`src/rtl/valid_streak_monitor.sv`:
```
// Watches an upstream valid flag and latches a sticky failure after HOLD consecutive invalid samples.
// Optional glitch counter output enabled by defining VALID_STREAK_MONITOR_GLITCH_EN.
//
// state | meaning
// WATCH | valid seen, no invalid streak in progress
// PEND  | invalid streak in progress, shorter than HOLD
// FAIL  | failure latched, waiting for clr
module valid_streak_monitor #(
  parameter int WIDTH    = 12,
  parameter int TS_WIDTH = 16,
  parameter int HOLD     = 4
) (
  input  logic                clk,
  input  logic                rst,
  input  logic                valid_in,
  input  logic [WIDTH-1:0]    count_in,
  input  logic                clr,
  output logic                fail,
  output logic [WIDTH-1:0]    fail_count,
  output logic [TS_WIDTH-1:0] fail_time,
  output logic                busy
`ifdef VALID_STREAK_MONITOR_GLITCH_EN
  ,
  output logic [7:0]          glitch_cnt
`endif
);

  localparam int SW = $clog2(HOLD + 1);
  localparam logic [SW-1:0] STREAK_LAST = SW'(HOLD - 1);

  typedef enum logic [1:0] {
    WATCH = 2'd0,
    PEND  = 2'd1,
    FAIL  = 2'd2
  } state_t;

  state_t              state;
  state_t              state_nxt;
  logic [SW-1:0]       streak;
  logic [WIDTH-1:0]    cand_count;
  logic [TS_WIDTH-1:0] cand_time;
  logic [TS_WIDTH-1:0] ts;
  logic                streak_hit;

  assign streak_hit = (streak == STREAK_LAST);

  always_ff @(posedge clk) begin
    if (rst) begin
      state <= WATCH;
    end else begin
      state <= state_nxt;
    end
  end

  always_comb begin
    state_nxt = state;
    case (state)
      WATCH: begin
        if (!valid_in) begin
          state_nxt = (HOLD == 1) ? FAIL : PEND;
        end
      end
      PEND: begin
        if (valid_in) begin
          state_nxt = WATCH;
        end else if (streak_hit) begin
          state_nxt = FAIL;
        end
      end
      FAIL: begin
        if (clr) begin
          state_nxt = WATCH;
        end
      end
      default: state_nxt = WATCH;
    endcase
  end

  always_comb begin
    fail = (state == FAIL);
    busy = (state == PEND);
  end

  // The candidate captures the first invalid sample so the latched values point at the streak start.
  always_ff @(posedge clk) begin
    if (rst) begin
      ts         <= '0;
      streak     <= '0;
      cand_count <= '0;
      cand_time  <= '0;
      fail_count <= '0;
      fail_time  <= '0;
    end else begin
      if (ts != '1) begin
        ts <= ts + TS_WIDTH'(1);
      end
      case (state)
        WATCH: begin
          if (!valid_in) begin
            if (HOLD == 1) begin
              fail_count <= count_in;
              fail_time  <= ts;
            end else begin
              streak     <= SW'(1);
              cand_count <= count_in;
              cand_time  <= ts;
            end
          end
        end
        PEND: begin
          if (valid_in) begin
            streak <= '0;
          end else if (streak_hit) begin
            fail_count <= cand_count;
            fail_time  <= cand_time;
            streak     <= '0;
          end else begin
            streak <= streak + SW'(1);
          end
        end
        default: ;
      endcase
    end
  end

`ifdef VALID_STREAK_MONITOR_GLITCH_EN
  always_ff @(posedge clk) begin
    if (rst) begin
      glitch_cnt <= '0;
    end else if ((state == PEND) && valid_in && (glitch_cnt != 8'hFF)) begin
      glitch_cnt <= glitch_cnt + 8'd1;
    end
  end
`endif

endmodule

```
`config.mk`:
```
export PLATFORM = sky130hd
export DESIGN_NAME = valid_streak_monitor
export DESIGN_NICKNAME = d
export VERILOG_FILES = /design/src/rtl/valid_streak_monitor.sv
export SDC_FILE = /design/constraint.sdc
export NUM_CORES = 1
export LEC_CHECK = 0
export BUFFER_PORTS_ARGS = -buffer_cell sky130_fd_sc_hd__buf_2
export CORE_ASPECT_RATIO = 2
export CORE_MARGIN = 4
export CORE_UTILIZATION = 45
export DETAILED_ROUTE_END_ITERATION = 7
export GPL_ROUTABILITY_DRIVEN = 0
export HOLD_SLACK_MARGIN = 0.02
export MAX_ROUTING_LAYER = met4
export PLACE_DENSITY_LB_ADDON = 0.3
export SLEW_MARGIN = 20
export SYNTH_ARGS = -nofsm -noshare
export SYNTH_HDL_FRONTEND = slang
export SYNTH_SLANG_ARGS = --single-unit
```
`constraint.sdc`:
```
create_clock -name clk -period 2.05 [get_ports clk]
set_clock_uncertainty 0.15 [all_clocks]
set_input_delay 0.1025 -clock clk [delete_from_list [all_inputs] [get_ports clk]]
set_output_delay 0.1025 -clock clk [all_outputs]
set_load 0.1 [all_outputs]
```
Word level (Yosys, flattened, before mapping):

Cells that the tools add are included.

* register bits after elaboration: 77
* output and inout bits: 30
* word-level logic and storage cells: 32

* add/sub/neg operators: 2
* equality and inequality tests: 7
* mux-type cells: 9
* bitwise operators: 1
* reduce and logical (&&, ||, !) cells: 6

Operators with widths (count)
* $add A16 B1 Y16 const B: 1
* $ne A16 B16 Y1 const B: 1
* $mux W3: 3
* $mux W2: 4
* $pmux W2 S3: 1
* $pmux W3 S2: 1
* $reduce_and A3 Y1: 2
* $ne A2 B2 Y1 const B: 2
* $reduce_and A2 Y1: 2
* $add A3 B1 Y3 const B: 1
* $eq A3 B2 Y1 const B: 1
* $ne A3 B2 Y1 const B: 1
* $eq A2 B1 Y1 const B: 1
* $eq A2 B2 Y1 const B: 1
* $logic_not A2 Y1: 1
* $reduce_bool A2 Y1: 1
* $not A1 Y1: 1

Longest topological paths before layout:

* depth in word-level cells: 4
* mapped depth: 7
* gate-level depth less buffers: 5

Least setup slack after synthesis:

No wires, ideal clock.

* kind: register to register
* from: reg state[1]
* to: reg state[1]
* library setup time: 0.071 ns
* data arrival time: 2.061 ns
* slack: -0.233 ns
* cell stages (with the launch flop): 6
* path buffers: 1
* clock period less this slack: 2.283 ns
* cells stage by stage: dfxtp_1 > buf_2 > inv_1 > nor2_1 > nand2b_1 > a21oi_1

* word-level cells in the longest chain between the ends: 3

Ends and longest elaborated chain
* start, declared: line 37 `state_t state;`
* start signal, assigned: line 51 `state <= state_nxt;`
* $eq A2 B2 Y1 (*)
* net fail: line 18 `output logic fail,`
* $ne A2 B2 Y1 (no line)
* $reduce_and A3 Y1 (no line)

The timed path passes the listed nets; every way through them passes the cells marked *.
A chain may end at the register's enable or synchronous reset.

Worst setup path in the final report:

* from: reg ts[3]
* to: reg ts[9]

* word-level cells in the longest chain between the ends: 1

Ends and longest elaborated chain
* start, declared: line 42 `logic [TS_WIDTH-1:0] ts;`
* start signal, assigned: line 95 `ts <= ts + TS_WIDTH'(1);`
* $add A16 B1 Y16 / $ne A16 B16 Y1 (equally long branches): line 95, 94

Parallel ways exist; a longest one is shown, timed or not.

==> out/qor.yml <==
clock_network:
  clock_path_buffers: 2
  htreeDepth: 3
  cts_sinks: 77
  insertion_delay_ns: 0.33
  cts_tree: "built"
  cts_buffers: 9
  cts.clk_slew.worst_paths_ns: 0.05
  cts_setup_buffers: 0
  cts-root-buf: "clkbuf_16"
sta:
  period_needed_ns: 1.85
  finalHoldViolations: 0
  tightest_slew_ns: 0.496
  tns_ns: 0
  fmax_mhz: 540
  timing.final.crit_share_pct: 90.4
  drv_slew: 0
  maxSlewHeadroom_pct: 67.2
  finalSetupViolations: 0
  rsz0062_at_grt: "false"
grt:
  overflow: 0
  grt_pass1_wl_microns: 10800
  grt_max_degree: 30
  antenna_found_initial: 0
  grt_pass1_vias: 2440
  grt_usage_pct: 17.9
floorplanning:
  dieWidth_microns: 65.6
  start_util_pct: 46.6
  die-area_sq_um: 8090
  core_sq_um: 6410
  rows: 41
  io_pins: 46
  die_y_microns: 123
drt:
  drc: 0
  wl_per_cell_microns: 12.6
  viasPerCell: 5.06
  dr.pass1.iters: 4
  antenna_left: 0
  dr.first_iter.drc_count: 151
  drt-total-wl_microns: 6450
  num_vias: 2589
synthesis:
  syn_inst: 364
  synth_top_area_share_pct: 51.5
  ys_seq_area_share_pct: 51.5
  synth-seq-cells: 77
  synthArstFlopShare_pct: 0
  synth_area_sq_um: 2990
  synth-edff-count: 0
  synth_ff_type: "dfxtp_1"
  synth_top_area_cell: "dfxtp_1"
  synth.most_common_cell: "nand2_1"
  synth_area_leaders: "dfxtp_1 52%, nand2_1 15%, a21oi_1 10%"
  synth_common_cells: "116 x nand2_1, 77 x dfxtp_1, 62 x a21oi_1, 14 x clkbuf_1, 12 x nor2_1"
  yosys_warnings: 0
  yosysUniqueCellTypes: 40
  syn_nets: 382
  syn_avg_cell_area_sq_um: 8.22
placed_design:
  portBuffers: 45
  dp.final_hpwl_microns: 4190
pwr:
  leakage_nw: 1.44
  max-vdd-ir-drop_v: 0.000532
  power.density_nw_per_um2: 861
finish:
  antenna_cells: 0
  fillerInstances: 574
  area_delta_synth_final_pct: 25.8
  drive_gt1_share_pct: 19.7
  fin_nets: 439
  fin_util_pct: 58.7
critical_path:
  slowest_delay_ns: 0.47
  crit_buf_inv: 0
  path_cells: "nand3_2, or2_1, nor4_1, mux2_2"
  cp_max_fo: 6
  startpoint_type: "flop"
  worstPathRequired_ns: 2.12
  crit_arrival_ns: 1.92
  slowest_stage: "dfxtp_1"
  cp_top_family: "simple AND/OR/NAND/NOR gates"
  critPathCaptureType: "flop"
  critical_path_class: "reg -> reg"
status:
  status: "finished, final reports clean"
flow_run:
  maxCapViolCount: 0
min_path:
  hp-class: "in -> reg"
-- worst register-to-register path, cell delays in order (launching register included) --
cell	delay (ns)
dfxtp_1	0.47
nand3_2	0.19
or2_1	0.32
nor4_1	0.25
mux2_2	0.37
-- kinds of logic (layout without fill, tap and decap cells) --
| kind of cell | Yosys count | count (layout) | share of synthesized area (%) |
|---|---|---|---|
| fa+ha+maj | 2 | 2 | 0.837 |
| xor+xnor | 1 | 1 | 0.293 |
| buf+inv | 28 | 90 | 4.10 |
| simple gates | 168 | 168 | 26.2 |
| compound gates | 85 | 85 | 16.0 |
| flops | 77 | 77 | 51.5 |
| mux | 3 | 3 | 1.09 |
-- layer usage --
metal	wire (microns)	global-route usage (%)	vias to the layer above
met4	128	7.92	0
met5	0	-	-
met2	3350	30.5	42
met3	220	4.45	10
met1	2750	19.2	1188
li1	-	-	1349
-- sequential cells by signal (all words and copies together), names as in the netlist --
signal and flops:
ts 16, fail_time 16, state 2, fail_count 12
cand_count 12, streak 3, cand_time 16
-- cell type report --
type / instances / area (sq um) / share of cell area, %
clock buffers: 12 / 246 / 6.55
inverters: 4 / 15.0 / 0.399
clock inverters: 4 / 47.5 / 1.26
multi-input cells: 259 / 1340 / 35.7
flip-flops and latches: 77 / 1540 / 41.0
well taps: 86 / 108 / 2.86
repair buffers: 70 / 460 / 12.2
-- cells in the final DEF (no fill, tap or decap), drive strengths merged, types with 4 or more instances in the layout --
cell type | Yosys | final
a31oi | 5 | 5
inv | 4 | 4
nand3 | 6 | 6
a211oi | 5 | 5
nor2 | 12 | 12
buf | 9 | 56
dfxtp | 77 | 77
nor2b | 5 | 5
nor4 | 4 | 4
clkbuf | 15 | 12
o21ai | 4 | 4
dlygate4sd3 | 0 | 14
nor3 | 6 | 6
nand2 | 116 | 116
a21oi | 62 | 62
or3 | 4 | 4
-- what timing repair did --
action / CTS / global route
hold buffers: 14 / 0
resized for setup: 0 / 2
endpoints found under the setup margin: 0 / 3
endpoints found under the hold margin: 16 / 0
-- stage by stage --
stage               hold WS, ns  area [sq um]  setup slack, ns  cells  total power, mW
finish                   0.0635          3760            0.197    512             3.24
global route             0.0791          3760           0.0731    512             3.35
CTS                      0.0578          3750            0.111    512             3.26
detailed placement        0.202          3320            0.132    482             1.70
global placement          0.196          3320            0.208    482             1.69
floorplan                0.0440          3000            0.237    364             1.65
-- path summary, 6_finish.rpt --
check                            start                         to  slack (ns)  cells after the start
min reg2reg  cand_time[3]$_SDFFE_PP0P_  fail_time[3]$_SDFFE_PP0P_        0.30                      2
max reg2reg         ts[3]$_SDFFE_PP0P_         ts[9]$_SDFFE_PP0P_        0.20                      4
min                                rst         ts[0]$_SDFFE_PP0P_        0.06                      2
max                 ts[3]$_SDFFE_PP0P_         ts[9]$_SDFFE_PP0P_        0.20                      4
-- where the power goes --
group	internal (mW)	total (mW)	switching, mW
Clock	0.971	1.55	0.577
Combinational	0.0627	0.152	0.0892
Sequential	1.52	1.54	0.0165
Note: power is estimated with default switching activity, not from simulation.
